`src/rtl/nibble_add_sequencer_if.sv`:
```
// nibble_add_sequencer_if
//   Bundles the requester handshake and the shared 4-bit adder bus of
//   nibble_add_sequencer.
//   Requester side : start, a, b, cin  -> sequencer
//                    busy, done, sum, cout <- sequencer
//   Adder side     : add_a, add_b, add_cin -> external parallel_adder
//                    add_s, add_cout       <- external parallel_adder
//   Modports: slave  = sequencer view, master = environment view.
interface nibble_add_sequencer_if #(
    parameter int unsigned NIBBLES = 4
);
    localparam int unsigned W = 4 * NIBBLES;

    logic         start;
    logic [W-1:0] a;
    logic [W-1:0] b;
    logic         cin;
    logic         busy;
    logic         done;
    logic [W-1:0] sum;
    logic         cout;
    logic [3:0]   add_a;
    logic [3:0]   add_b;
    logic         add_cin;
    logic [3:0]   add_s;
    logic         add_cout;

    modport slave (
        input  start, a, b, cin, add_s, add_cout,
        output busy, done, sum, cout, add_a, add_b, add_cin
    );

    modport master (
        output start, a, b, cin, add_s, add_cout,
        input  busy, done, sum, cout, add_a, add_b, add_cin
    );
endinterface

```
`src/rtl/nibble_add_sequencer.sv`:
```
// nibble_add_sequencer
//   Adds two 4*NIBBLES-bit operands plus carry-in by sequencing one external
//   4-bit adder, least significant nibble first, chaining the carry through a
//   register. Latency NIBBLES cycles from accepted start to done.
//   Ports:
//     clk_i  rising-edge clock
//     rst_i  synchronous active-high reset
//     bus    nibble_add_sequencer_if.slave (requester handshake + adder bus)
module nibble_add_sequencer #(
    parameter int unsigned NIBBLES = 4
) (
    input  logic                    clk_i,
    input  logic                    rst_i,
    nibble_add_sequencer_if.slave   bus
);
    localparam int unsigned W  = 4 * NIBBLES;
    localparam int unsigned IW = (NIBBLES > 1) ? $clog2(NIBBLES) : 1;

    typedef enum logic [1:0] {
        IDLE = 2'd0,
        RUN  = 2'd1,
        DONE = 2'd2
    } state_t;

    state_t        state_q;
    logic          busy_q;
    logic          done_q;
    logic [W-1:0]  a_q;
    logic [W-1:0]  b_q;
    logic          carry_q;
    logic [IW-1:0] idx_q;
    logic [W-1:0]  sum_q;
    logic [W-1:0]  sum_d;
    logic          cout_q;
    logic [3:0]    nib_a;
    logic [3:0]    nib_b;

    // Current operand nibbles selected by idx_q.
    always_comb begin
        nib_a = '0;
        nib_b = '0;
        for (int unsigned n = 0; n < NIBBLES; n++) begin
            if (idx_q == IW'(n)) begin
                nib_a = a_q[4*n +: 4];
                nib_b = b_q[4*n +: 4];
            end
        end
    end

    // Result with the adder output merged into the current nibble slot.
    always_comb begin
        sum_d = sum_q;
        for (int unsigned n = 0; n < NIBBLES; n++) begin
            if (idx_q == IW'(n)) begin
                sum_d[4*n +: 4] = bus.add_s;
            end
        end
    end

    // Adder inputs are forced to zero outside RUN; busy_q mirrors RUN.
    assign bus.add_a   = busy_q ? nib_a : '0;
    assign bus.add_b   = busy_q ? nib_b : '0;
    assign bus.add_cin = busy_q & carry_q;

    assign bus.busy = busy_q;
    assign bus.done = done_q;
    assign bus.sum  = sum_q;
    assign bus.cout = cout_q;

    always_ff @(posedge clk_i) begin
        if (rst_i) begin
            state_q <= IDLE;
            busy_q  <= 1'b0;
            done_q  <= 1'b0;
            a_q     <= '0;
            b_q     <= '0;
            carry_q <= 1'b0;
            idx_q   <= '0;
            sum_q   <= '0;
            cout_q  <= 1'b0;
        end else begin
            case (state_q)
                IDLE, DONE: begin
                    if (bus.start) begin
                        a_q     <= bus.a;
                        b_q     <= bus.b;
                        carry_q <= bus.cin;
                        idx_q   <= '0;
                        sum_q   <= '0;
                        cout_q  <= 1'b0;
                        state_q <= RUN;
                        busy_q  <= 1'b1;
                        done_q  <= 1'b0;
                    end else begin
                        state_q <= IDLE;
                        busy_q  <= 1'b0;
                        done_q  <= 1'b0;
                    end
                end
                RUN: begin
                    sum_q   <= sum_d;
                    carry_q <= bus.add_cout;
                    if (idx_q == IW'(NIBBLES - 1)) begin
                        cout_q  <= bus.add_cout;
                        state_q <= DONE;
                        busy_q  <= 1'b0;
                        done_q  <= 1'b1;
                    end else begin
                        idx_q <= idx_q + IW'(1);
                    end
                end
                default: begin
                    state_q <= IDLE;
                    busy_q  <= 1'b0;
                    done_q  <= 1'b0;
                end
            endcase
        end
    end
endmodule
```
`src/flat_wrapper.sv`:
```
// flat-port wrapper written by rule: the top's interface ports become plain ports
module nibble_add_sequencer_flat 
#(
    parameter int unsigned NIBBLES = 4
)
  (clk_i, rst_i, bus_start, bus_a, bus_b, bus_cin, bus_add_s, bus_add_cout, bus_busy, bus_done, bus_sum, bus_cout, bus_add_a, bus_add_b, bus_add_cin);
  nibble_add_sequencer_if #(.NIBBLES(NIBBLES)) bus_i ();
  input  logic clk_i;
  input  logic rst_i;
  input wire logic [$bits(bus_i.start)-1:0] bus_start;
  input wire logic [$bits(bus_i.a)-1:0] bus_a;
  input wire logic [$bits(bus_i.b)-1:0] bus_b;
  input wire logic [$bits(bus_i.cin)-1:0] bus_cin;
  input wire logic [$bits(bus_i.add_s)-1:0] bus_add_s;
  input wire logic [$bits(bus_i.add_cout)-1:0] bus_add_cout;
  output wire logic [$bits(bus_i.busy)-1:0] bus_busy;
  output wire logic [$bits(bus_i.done)-1:0] bus_done;
  output wire logic [$bits(bus_i.sum)-1:0] bus_sum;
  output wire logic [$bits(bus_i.cout)-1:0] bus_cout;
  output wire logic [$bits(bus_i.add_a)-1:0] bus_add_a;
  output wire logic [$bits(bus_i.add_b)-1:0] bus_add_b;
  output wire logic [$bits(bus_i.add_cin)-1:0] bus_add_cin;
  assign bus_i.start = bus_start;
  assign bus_i.a = bus_a;
  assign bus_i.b = bus_b;
  assign bus_i.cin = bus_cin;
  assign bus_i.add_s = bus_add_s;
  assign bus_i.add_cout = bus_add_cout;
  assign bus_busy = bus_i.busy;
  assign bus_done = bus_i.done;
  assign bus_sum = bus_i.sum;
  assign bus_cout = bus_i.cout;
  assign bus_add_a = bus_i.add_a;
  assign bus_add_b = bus_i.add_b;
  assign bus_add_cin = bus_i.add_cin;
  nibble_add_sequencer #(.NIBBLES(NIBBLES)) u_core (.clk_i(clk_i), .rst_i(rst_i), .bus(bus_i));
endmodule
```
`config.mk`:
```
export PLATFORM = sky130hd
export DESIGN_NAME = nibble_add_sequencer_flat
export DESIGN_NICKNAME = d
export VERILOG_FILES = /design/src/rtl/nibble_add_sequencer_if.sv /design/src/rtl/nibble_add_sequencer.sv /design/src/flat_wrapper.sv
export SDC_FILE = /design/constraint.sdc
export NUM_CORES = 1
export LEC_CHECK = 0
export ABC_AREA = 1
export CORE_ASPECT_RATIO = 0.5
export CORE_MARGIN = 4
export CORE_UTILIZATION = 35
export DETAILED_ROUTE_END_ITERATION = 7
export GPL_TIMING_DRIVEN = 0
export PLACE_DENSITY = 0.74
export SETUP_SLACK_MARGIN = 0.02
export SYNTH_ARGS = -nofsm -noshare
export SYNTH_HDL_FRONTEND = slang
export SYNTH_SLANG_ARGS = --single-unit
```
`constraint.sdc`:
```
create_clock -name clk_i -period 1.3 [get_ports clk_i]
set_input_delay 0.13 -clock clk_i [delete_from_list [all_inputs] [get_ports clk_i]]
set_output_delay 0.13 -clock clk_i [all_outputs]
set_load 0.02 [all_outputs]
```
==> summary by stage <==
Global routing
The first global-routing pass estimated 11200 um of wire. The number of global-route vias before repair is 2382. The number of antenna violations at the first check in global routing is 0.

Entering global routing, the biggest net connects 16 pins. Across every metal layer, demand over resource in global routing totals 0.166. The total overflow left after global routing is 0.

Logic synthesis
Ranked by total cell area, the synthesized netlist is headed by sky130_fd_sc_hd__dfxtp_1 46%, sky130_fd_sc_hd__nor2_1 13%, sky130_fd_sc_hd__nand2_1 9.7%. For this run, the number of Yosys warnings is 0. The commonest cells after synthesis are 84 x sky130_fd_sc_hd__nor2_1, 63 x sky130_fd_sc_hd__nand2_1, 56 x sky130_fd_sc_hd__dfxtp_1.

For this run, the leading register cell type out of synthesis is sky130_fd_sc_hd__dfxtp_1. The gate count after technology mapping is 346. The number of register bits inferred by synthesis is 56. The total standard cell area after synthesis is 2440 um2. The most common cell in the synthesized netlist is sky130_fd_sc_hd__nor2_1. Of all cell types, the one taking the most synthesized area is sky130_fd_sc_hd__dfxtp_1. The synthesized net count is 391. Of the synthesized area, sequential elements account for 0.459. The share of Yosys cell area claimed by the top area cell type is 0.459. After synthesis, the mean cell area works out to 7.06 um2.

The unique cell type count in the Yosys netlist is 20. Counting flops with a built-in enable in the synthesized netlist gives 0. The proportion of synthesized flip-flops having asynchronous set or reset is 0.

Clocking
The clock passes through at most 2 buffers. For the worst-skew pair, the clock arrives at the later sink with an insertion delay of 0.29 ns. The number of clock sinks is 56. The clock transition at the registers of the reported paths is 0.07 ns. The CTS tree is yes. CTS placed an instance of sky130_fd_sc_hd__clkbuf_16 at the clock tree root. The H-tree level count is 2. The number of buffers created by CTS is 5.

Die
The floorplan step set the die width to 126 um. In this run the count of I/O pins placed on the die edge is 69. The floorplan step defined a die boundary enclosing 8460 um2. The die outline height is 67.1 um. The initial utilization of the core area, before any placement, comes to 0.363.

The core region is 6730 um2. The number of rows created at floorplan is 21.

Timing
Final hold analysis gives a worst-case slack of 0.140 ns. The transition time of the tightest slew-check pin is 0.418 ns. Headroom to the max-slew limit came out at 0.721.

Across all setup checks in the final design, the least slack found is -0.433 ns. Dividing the final minimum period by the clock period gives 1.33. The number of pins with negative max-slew slack in the final report is 0. The worst clock skew is 0.00550 ns. For the finished layout, the period the worst path requires is 1.73 ns. Static timing analysis puts the maximum clock frequency at 577 MHz.

Setup repair after global routing could not meet its margin everywhere. The final setup violation count is 12. The count of endpoints failing hold in the final timing report came to 0.

Pwr
In this run the power spent charging and discharging nets is 1.26 mW. Of the total power, combinational logic draws 0.252. Of the total power, registers draw 0.448.

The internal power of the cells totals 3.05 mW. The static leakage is 1.62 nW. Total power for the finished layout comes to 4.31 mW. The worst supply voltage drop on vdd is 0.000566 V. The share of total power dissipated in the clock network is 0.300. The power density over the cells is 1180 nW/um2. The switching power share of the total is 0.292.

Routing
In this run the remaining antenna-violating nets after routing total 0. The final route contains 2435 vias. The first routing iteration left 95 violations. The total iterations of the first detailed-routing run is 4. Summed over all layers, the routed wires come to 6860 um. The total DRC errors in the routed layout is 0.

Dividing the detail-routed wire length by the instance count gives 13.1 um. The via density per instance is 4.65.

Placement
Port buffering added 67 buffers. The worst slack at placement is -0.599 ns. The half-perimeter wire length of the detailed placement result is 4830 um. The routability congestion estimate from global placement is 0.797.

Worst setup path
Walking the worst path, the cells encountered are inv_4, ha_2, buf_6, inv_8, o211ai_1, a21oi_2, buf_4. The cell with the largest stage delay on the worst path is sky130_fd_sc_hd__dfxtp_4. The launch point of the critical path is u_core.idx_q[0]$_SDFFE_PP0P_. The category of the critical setup timing path is flip-flop to primary output. Along the worst path, the maximum fanout reaches 6. The startpoint kind of the worst setup timing path is a flip-flop. The largest single stage delay on the critical path is 0.40 ns.

In this run the critical register-to-register path is launched from u_core.idx_q[0]$_SDFFE_PP0P_. For the worst setup path, the data required time is 1.17 ns. Data on the critical path arrives at its endpoint at 1.60 ns. The element type at the critical path end is a primary output.

Cells and area
The number of nets at the end of the flow is 477. Once layout is complete, the utilization of the core stands at 0.543. Relative to the synthesized area, the layout overhead comes to 49.6%. The number of diodes is 0.

In the final layout, the share of cells above drive strength 1 is 0.197.

Status
The checks that failed: negative setup slack. The run finished, with violations left.

Hold path
The type of the worst min-delay path is primary input to flip-flop. The worst hold path begins at rst_i.

Flow run
The number of max-cap violations is 0.
[layer usage]
layer	up-vias	global-route usage	wire length (um)
met5	-	0	0
met1	1098	0.213	3200
met2	54	0.277	3240
met4	0	0.0615	136
met3	12	0.0352	275
li1	1271	-	-
[power by group through the flow]
stage | clock, mW | combinational, mW | sequential (mW)
after detailed placement | 0 | 0.923 | 1.96
after CTS | 1.31 | 1.01 | 1.92
after global routing | 1.38 | 1.21 | 1.94
after global placement | 0 | 0.909 | 1.96
final | 1.29 | 1.08 | 1.93
after floorplan | 0 | 0.535 | 1.99
[timing repair]
| item | 4_1_cts | 5_1_grt |
|---|---|---|
| pin swaps | 8 | 8 |
| gates cloned | 3 | 1 |
| gates resized for setup | 91 | 24 |
| setup buffers | 8 | 1 |
| hold buffers | 0 | 0 |
| endpoints found under the setup margin | 39 | 34 |
[sequential cells by signal, summed over array words and instances, names as in the netlist]
| name | count |
|---|---|
| u_core.a_q | 16 |
| u_core.b_q | 16 |
| u_core.bus.busy | 1 |
| u_core.bus.cout | 1 |
| u_core.bus.done | 1 |
| u_core.bus.sum | 16 |
| u_core.carry_q | 1 |
| u_core.idx_q | 2 |
| u_core.state_q | 2 |
[path summary, 6_finish.rpt]
check                                         to  slack [ns]  cells past startpoint
setup / recovery                    bus_add_a[0]       -0.43                      7
hold / removal    u_core.bus.sum[3]$_SDFFE_PP0P_        0.14                      2
setup reg to reg  u_core.bus.sum[8]$_SDFFE_PP0P_       -0.09                      9
hold reg to reg   u_core.bus.sum[3]$_SDFFE_PP0P_        0.45                      2
[cell usage in the layout, fill, tap and decap left out, types with 8 or more instances in the layout]
cell / count
sky130_fd_sc_hd__a21oi_2: 9
sky130_fd_sc_hd__buf_6: 9
sky130_fd_sc_hd__clkdlybuf4s50_1: 39
sky130_fd_sc_hd__buf_4: 16
sky130_fd_sc_hd__a21oi_1: 21
sky130_fd_sc_hd__nor2_1: 78
sky130_fd_sc_hd__nand2_1: 56
sky130_fd_sc_hd__inv_1: 18
sky130_fd_sc_hd__dfxtp_1: 53
sky130_fd_sc_hd__dlygate4sd2_1: 19
sky130_fd_sc_hd__o21ai_0: 39
sky130_fd_sc_hd__o211ai_1: 8
[stage by stage]
step / instance area, um2 / setup TNS [ns] / std cells
floorplan: 2510 / 0 / 346
global route: 3650 / -4.40 / 524
finish: 3650 / -3.47 / 524
detailed placement: 3300 / -10.10 / 505
global placement: 3300 / -9.34 / 505
CTS: 3540 / -3.52 / 522
[kinds of logic after synthesis]
kind of cell,Yosys count,synth area share
flip-flops,56,0.459
AND/OR/NAND/NOR,164,0.272
adder cells (fa/ha/maj),4,0.0205
buffers and inverters,44,0.0800
AO/OA/AOI/OAI,78,0.168
[critical path: cells and delay by family (launching register included)]
family / cells / cell delay [ns]
flip-flops: 1 / 0.40
buffers and inverters: 4 / 0.42
AO/OA/AOI/OAI: 2 / 0.30
adder cells (fa/ha/maj): 1 / 0.19
[layout make-up]
cell class / count / area (um2)
Buffer: 18 / 135
Sequential cell: 56 / 1130
Tap cell: 92 / 115
Clock inverter: 1 / 5.00
Fill cell: 622 / 3080
Inverter: 26 / 123
Timing Repair inverter: 1 / 6.26
Clock buffer: 6 / 129
Multi-Input combinational cell: 246 / 1260
Timing Repair Buffer: 78 / 746
Power figures use the tool's default switching activity.
